$ cat src/rtl/fetch_pkg.sv
// Shared types and constants for the instruction-fetch block.
package fetch_pkg;

   localparam int XLEN = 32;
   localparam int ILEN = 32;
   localparam logic [XLEN-1:0] PC_STEP = 32'd4;

   typedef enum logic [1:0] {
      IDLE,
      REQ,
      WAIT,
      DROP
   } fetch_state_t;

   typedef struct packed {
      logic [XLEN-1:0] pc;
      logic [ILEN-1:0] instr;
   } fetch_entry_t;

endpackage

$ cat src/rtl/fetch_queue.sv
// Small FIFO of fetched {pc, instr} entries with same-cycle push/pop and a flush
// that takes priority over both.
module fetch_queue
   import fetch_pkg::*;
#(
   parameter int DEPTH = 2,
   localparam int AW = $clog2(DEPTH),
   localparam int CW = AW + 1
) (
   input  logic          clk,
   input  logic          rst,
   input  logic          push,
   input  fetch_entry_t  push_entry,
   input  logic          pop,
   input  logic          flush,
   output logic [CW-1:0] count,
   output fetch_entry_t  head
);

   localparam logic [CW-1:0] FULL = CW'(DEPTH);

   fetch_entry_t  mem [DEPTH];
   logic [AW-1:0] wr_ptr;
   logic [AW-1:0] rd_ptr;
   logic          do_push;
   logic          do_pop;

   assign do_pop  = pop && (count != '0);
   assign do_push = push && (count != FULL);
   assign head    = mem[rd_ptr];

   always_ff @(posedge clk) begin
      if (rst) begin
         wr_ptr <= '0;
         rd_ptr <= '0;
         count  <= '0;
         // NOTE: storage is cleared on reset so the head output reads zero while empty.
         for (int i = 0; i < DEPTH; i++) mem[i] <= '0;
      end else if (flush) begin
         wr_ptr <= '0;
         rd_ptr <= '0;
         count  <= '0;
      end else begin
         if (do_push) begin
            mem[wr_ptr] <= push_entry;
            wr_ptr      <= wr_ptr + 1'b1;
         end
         if (do_pop) rd_ptr <= rd_ptr + 1'b1;
         count <= count + CW'(do_push) - CW'(do_pop);
      end
   end

endmodule

$ cat src/rtl/ifetch_ctrl.sv
// Fetch sequencer: one outstanding imem request, responses queued toward decode,
// redirects flush the queue and discard whatever response is still in flight.
module ifetch_ctrl
   import fetch_pkg::*;
#(
   parameter logic [XLEN-1:0] RESET_PC = 32'h0000_0000,
   parameter int              QDEPTH   = 2
) (
   input  logic            clk,
   input  logic            rst,
   input  logic            redirect_valid,
   input  logic [XLEN-1:0] redirect_pc,
   output logic            imem_req_valid,
   input  logic            imem_req_ready,
   output logic [XLEN-1:0] imem_req_addr,
   input  logic            imem_rsp_valid,
   input  logic [ILEN-1:0] imem_rsp_data,
   output logic            dec_valid,
   input  logic            dec_ready,
   output logic [XLEN-1:0] dec_pc,
   output logic [ILEN-1:0] dec_instr
);

   localparam int CW = $clog2(QDEPTH) + 1;
   localparam logic [CW-1:0] QFULL = CW'(QDEPTH);

   fetch_state_t    state, state_nxt;
   logic [XLEN-1:0] fetch_pc, fetch_pc_nxt;
   logic [XLEN-1:0] inflight_pc, inflight_pc_nxt;
   logic [CW-1:0]   q_count;
   logic [CW-1:0]   count_after;
   fetch_entry_t    q_head;
   fetch_entry_t    push_entry;
   logic            push;
   logic            pop_req;
   logic            handshake;
   logic            unused_redirect_lsbs;

   assign unused_redirect_lsbs = ^redirect_pc[1:0];

   assign imem_req_valid = (state == REQ);
   assign imem_req_addr  = fetch_pc;
   assign handshake      = imem_req_valid && imem_req_ready;
   assign dec_valid      = (q_count != '0);
   assign dec_pc         = q_head.pc;
   assign dec_instr      = q_head.instr;
   assign pop_req        = dec_ready && dec_valid;
   assign push_entry     = '{pc: inflight_pc, instr: imem_rsp_data};
   // Occupancy once this cycle's response is pushed and any pop retires.
   assign count_after    = q_count + CW'(1) - CW'(pop_req);

   always_ff @(posedge clk) begin
      if (rst) begin
         state       <= IDLE;
         fetch_pc    <= RESET_PC;
         inflight_pc <= RESET_PC;
      end else begin
         // NOTE: sequential state uses non-blocking assignments so every register
         // samples pre-edge values regardless of block ordering.
         state       <= state_nxt;
         fetch_pc    <= fetch_pc_nxt;
         inflight_pc <= inflight_pc_nxt;
      end
   end

   always_comb begin
      // NOTE: defaults first so no path leaves a signal unassigned (no latches).
      state_nxt       = state;
      fetch_pc_nxt    = fetch_pc;
      inflight_pc_nxt = inflight_pc;
      push            = 1'b0;

      unique case (state)
         IDLE: if (q_count < QFULL) state_nxt = REQ;
         REQ: begin
            if (handshake) begin
               inflight_pc_nxt = fetch_pc;
               fetch_pc_nxt    = fetch_pc + PC_STEP;
               state_nxt       = WAIT;
            end
         end
         WAIT: begin
            if (imem_rsp_valid) begin
               push      = 1'b1;
               state_nxt = (count_after < QFULL) ? REQ : IDLE;
            end
         end
         DROP: if (imem_rsp_valid) state_nxt = REQ;
         default: state_nxt = IDLE;
      endcase

      // Redirect wins; an accepted but unanswered request forces DROP.
      if (redirect_valid) begin
         fetch_pc_nxt = {redirect_pc[XLEN-1:2], 2'b00};
         push         = 1'b0;
         unique case (state)
            REQ:        state_nxt = handshake ? DROP : IDLE;
            WAIT, DROP: state_nxt = imem_rsp_valid ? IDLE : DROP;
            default:    state_nxt = IDLE;
         endcase
      end
   end

   fetch_queue #(
      .DEPTH(QDEPTH)
   ) u_queue (
      .clk       (clk),
      .rst       (rst),
      .push      (push),
      .push_entry(push_entry),
      .pop       (dec_ready),
      .flush     (redirect_valid),
      .count     (q_count),
      .head      (q_head)
   );

endmodule

$ cat config.mk
export PLATFORM = sky130hd
export DESIGN_NAME = ifetch_ctrl
export DESIGN_NICKNAME = d
export VERILOG_FILES = /design/src/rtl/fetch_pkg.sv /design/src/rtl/fetch_queue.sv /design/src/rtl/ifetch_ctrl.sv
export SDC_FILE = /design/constraint.sdc
export NUM_CORES = 1
export LEC_CHECK = 0
export BUFFER_PORTS_ARGS = -buffer_cell sky130_fd_sc_hd__buf_4
export CORE_ASPECT_RATIO = 0.8
export CORE_UTILIZATION = 35
export CTS_BUF_LIST = sky130_fd_sc_hd__clkbuf_8 sky130_fd_sc_hd__clkbuf_16
export DETAILED_ROUTE_END_ITERATION = 8
export GPL_ROUTABILITY_DRIVEN = 0
export SETUP_SLACK_MARGIN = 0.05
export SLEW_MARGIN = 20
export SYNTH_ARGS = -nofsm -noshare
export SYNTH_HDL_FRONTEND = slang
export SYNTH_SLANG_ARGS = --single-unit
$ cat constraint.sdc
create_clock -name clk -period 11.45 [get_ports clk]
set_clock_uncertainty 0.2 [all_clocks]
set_input_delay 1.145 -clock clk [delete_from_list [all_inputs] [get_ports clk]]
set_output_delay 1.145 -clock clk [all_outputs]
set_load 0.01 [all_outputs]
==> impl_metrics.xml <==
<?xml version="1.0" encoding="UTF-8"?>
<metrics>
  <group name="routing">
    <metric name="met3RoutedLength" unit="um">997</metric>
    <metric name="vias_per_cell" unit="">4.64</metric>
    <metric name="total_drc_errors_in_the_routed_layout" unit="">0</metric>
    <metric name="route.met2.wl" unit="mm">7.93</metric>
    <metric name="highest-signal-layer" unit="">met4</metric>
    <metric name="wl_met1" unit="mm">9.80</metric>
    <metric name="drtPass1Iterations" unit="">4</metric>
    <metric name="totalWireLength" unit="mm">18.8</metric>
    <metric name="drt_first_iter_violations" unit="">427</metric>
    <metric name="detail_route.wl_per_cell" unit="um">15.8</metric>
    <metric name="via_count" unit="">5513</metric>
    <metric name="final_antenna_net_count" unit="">0</metric>
  </group>
  <group name="sta">
    <metric name="timing.slew.headroom" unit="%">38.0</metric>
    <metric name="setup_repair_after_global_routing_missed_its_margin" unit="">no</metric>
    <metric name="share_of_the_clock_period_used_by_the_worst_path" unit="%">28.8</metric>
    <metric name="final.hold.worst_slack" unit="ns">0.262</metric>
    <metric name="final.min_clock_period" unit="ns">3.30</metric>
    <metric name="final.setup.tns" unit="ns">0</metric>
    <metric name="setup_viol" unit="">0</metric>
    <metric name="timing_hold_violations_final" unit="">0</metric>
    <metric name="fmax" unit="GHz">0.303</metric>
    <metric name="timing_max_transition_violations_final" unit="">0</metric>
    <metric name="worst_slew_pin_slew" unit="ns">0.929</metric>
  </group>
  <group name="clock_network">
    <metric name="clk-insertion-delay-late" unit="ns">0.42</metric>
    <metric name="numClockSinks" unit="">191</metric>
    <metric name="max_h_tree_level" unit="">4</metric>
    <metric name="cts_made_buffers" unit="">17</metric>
    <metric name="ctsResizeCount" unit="">0</metric>
    <metric name="root_buffer_selected_by_cts" unit="">sky130_fd_sc_hd__clkbuf_16</metric>
    <metric name="cts_hold_buf" unit="">0</metric>
    <metric name="post-cts-setup-buffer-count" unit="">0</metric>
    <metric name="tritoncts" unit="">built</metric>
    <metric name="cts_max_path_buffers" unit="">2</metric>
    <metric name="cts.reportedPaths.clkPinSlew" unit="ns">0.07</metric>
  </group>
  <group name="worst_setup_path">
    <metric name="path_buf_inv" unit="">1</metric>
    <metric name="r2r_setup_slack" unit="ns">8.90</metric>
    <metric name="critPathSlowestCell" unit="">sky130_fd_sc_hd__dfxtp_4</metric>
    <metric name="crit_required" unit="ns">10.11</metric>
    <metric name="timing.critical_path.to_type" unit="">output pin</metric>
    <metric name="critical-path-max-stage-delay" unit="ns">0.93</metric>
    <metric name="cp_cell_sequence" unit="">mux2_2, buf_4</metric>
    <metric name="crit_arrival" unit="ns">1.96</metric>
    <metric name="startpoint_type" unit="">flip-flop</metric>
    <metric name="crit_cells" unit="">2</metric>
    <metric name="critical_path_class" unit="">flip-flop to output pin</metric>
    <metric name="worst-path-max-fanout" unit="">62</metric>
    <metric name="cpLargestDelayFamily" unit="">flip-flops</metric>
    <metric name="ff2ff_path_depth" unit="">5</metric>
  </group>
  <group name="cells_and_area">
    <metric name="post-route-cell-area" unit="mm^2">0.0105</metric>
    <metric name="areaGrowthSynthToFinish" unit="%">24.0</metric>
    <metric name="antennaDiodeCount" unit="">0</metric>
    <metric name="final_layout_size_suffix_gt1_share" unit="%">31.4</metric>
    <metric name="finalNetCount" unit="">936</metric>
    <metric name="fill_cells" unit="">2220</metric>
  </group>
  <group name="floorplanning">
    <metric name="die_area" unit="mm^2">0.0248</metric>
    <metric name="initial_utilization" unit="%">35.9</metric>
    <metric name="die_ht" unit="um">141</metric>
    <metric name="die_width" unit="um">176</metric>
    <metric name="site_row_count" unit="">50</metric>
    <metric name="design.portCount" unit="">168</metric>
    <metric name="design.core.area" unit="mm^2">0.0236</metric>
  </group>
  <group name="place">
    <metric name="portBuffers" unit="">161</metric>
    <metric name="dp.final_hpwl" unit="mm">11.6</metric>
    <metric name="postPlaceCellArea" unit="mm^2">0.00992</metric>
  </group>
  <group name="power">
    <metric name="power-per-cell-area" unit="mW/mm^2">142</metric>
    <metric name="peak_ir_drop_on_the_vdd_network" unit="mV">0.0788</metric>
    <metric name="overall_power_consumption" unit="mW">1.49</metric>
    <metric name="lkg_pwr" unit="nW">4.13</metric>
  </group>
  <group name="global_route">
    <metric name="grt_remaining_overflow" unit="">0</metric>
    <metric name="gr-usage-all-layers" unit="%">15.8</metric>
    <metric name="vias_in_the_first_global_route" unit="">5524</metric>
    <metric name="grt_pass1_wl" unit="mm">30.0</metric>
    <metric name="grt_max_degree" unit="">67</metric>
    <metric name="number_of_antenna_violations_at_the_first_check_in_global_routing" unit="">0</metric>
  </group>
  <group name="yosys">
    <metric name="synth.distinct_cells" unit="">50</metric>
    <metric name="synth.cell_area" unit="mm^2">0.00846</metric>
    <metric name="syn-instance-count" unit="">719</metric>
    <metric name="prevailing_post_synth_register_cell" unit="">sky130_fd_sc_hd__edfxtp_1</metric>
    <metric name="async_reset_ff_share" unit="%">0</metric>
    <metric name="synth-edff-count" unit="">124</metric>
    <metric name="synth-warning-count" unit="">0</metric>
    <metric name="synth_seq_cells" unit="">191</metric>
    <metric name="ys_seq_area_share" unit="%">59.8</metric>
    <metric name="avgSynthCellArea" unit="um^2">11.8</metric>
  </group>
  <group name="run">
    <metric name="drv_cap" unit="">0</metric>
  </group>
  <group name="hold_path">
    <metric name="min_path_type" unit="">flip-flop to flip-flop</metric>
    <metric name="hold_path_depth" unit="">2</metric>
  </group>
  <group name="run_status">
    <metric name="run_status" unit="">finished, final reports clean</metric>
  </group>
</metrics>
registers in the layout, summed over array words and instances (netlist names), named ones only:
signal,count
u_queue.count,2
u_queue.rd_ptr,1
state,2
imem_req_addr,30
u_queue.mem,124
u_queue.wr_ptr,1
inflight_pc,30
layout by cell type, fill, tap and decap left out, drive strengths merged, types with 6 or more instances in the layout:
cell type and count:
a21oi 40, clkinv 6, xnor2 14, nor2 37, nand2 84, dfxtp 67, nand4 17, nand3 10
mux2 62, inv 16, a211oi 17, nor3 11, buf 167, xor2 17, edfxtp 124, clkbuf 18
and2 128
area by class of cell:
class                      instances  area (um^2)  area share (%)
clock inverter                    14          139            1.32
timing repair buffer             167         1250            11.9
tap                              312          390            3.72
sequential                       191         5070            48.3
multi-input combinational        475         3170            30.2
inverter                          10         37.5           0.358
clock buffer                      18          439            4.18
worst register-to-register path, cell delays in order (launching register included):
cell                       delay, ns
sky130_fd_sc_hd__dfxtp_1        0.47
sky130_fd_sc_hd__and4bb_2       0.27
sky130_fd_sc_hd__o21ai_1        0.23
sky130_fd_sc_hd__inv_1          0.16
sky130_fd_sc_hd__nand2_1        0.20
sky130_fd_sc_hd__nand2b_4       0.52
kinds of logic after synthesis:
| group | after synthesis | synth area share, % |
|---|---|---|
| other cells | 1 | 0.0443 |
| buf+inv | 56 | 3.19 |
| xor+xnor | 31 | 3.21 |
| mux | 64 | 8.48 |
| fa+ha+maj | 4 | 0.591 |
| flops | 191 | 59.8 |
| compound gates | 70 | 5.09 |
| simple gates | 302 | 19.6 |
synthesized netlist by cell type (14+ instances only):
master                     number  share of area, %
sky130_fd_sc_hd__xnor2_1       14               1.4
sky130_fd_sc_hd__edfxtp_1     124                44
sky130_fd_sc_hd__dfxtp_1       67                16
sky130_fd_sc_hd__xor2_1        17               1.8
sky130_fd_sc_hd__nand2_1       84               3.7
sky130_fd_sc_hd__and2_1       127               9.4
sky130_fd_sc_hd__clkbuf_1      35               1.6
sky130_fd_sc_hd__a211oi_1      15               1.3
sky130_fd_sc_hd__nor2_1        36               1.6
sky130_fd_sc_hd__a21oi_1       40               2.4
sky130_fd_sc_hd__nand4_1       15               1.1
sky130_fd_sc_hd__mux2_2        62               8.2
worst paths after layout:
check / endpoint / from
worst max-delay path: dec_pc[17] / flip-flop
worst min-delay path: inflight_pc[14] / inflight_pc[14]
worst max register to register: u_queue.mem[1][26] / state[0]
worst min register to register: inflight_pc[14] / inflight_pc[14]
metal layers:
layer | global-route usage, % | vias up
met1 | 22.9 | 2575
met4 | 3.57 | 0
met5 | 0 | -
met2 | 23.2 | 153
met3 | 4.50 | 2
li1 | - | 2783
metrics by stage:
stage | util [%] | setup slack (ns) | instances
after global placement | 42.1 | 7.97 | 1155
after CTS | 44.5 | 8.05 | 1187
final | 44.5 | 8.15 | 1187
after global routing | 44.5 | 7.99 | 1187
after floorplan | - | 6.20 | 722
after detailed placement | 42.1 | 7.97 | 1155
report_power, final:
group	switching, mW	internal (mW)	leakage [nW]
sequential	0.0224	0.761	1.83
combinational	0.0654	0.0614	2.01
clock	0.269	0.311	0.289
total	0.357	1.13	4.13
(Power assumes the default switching activity.)
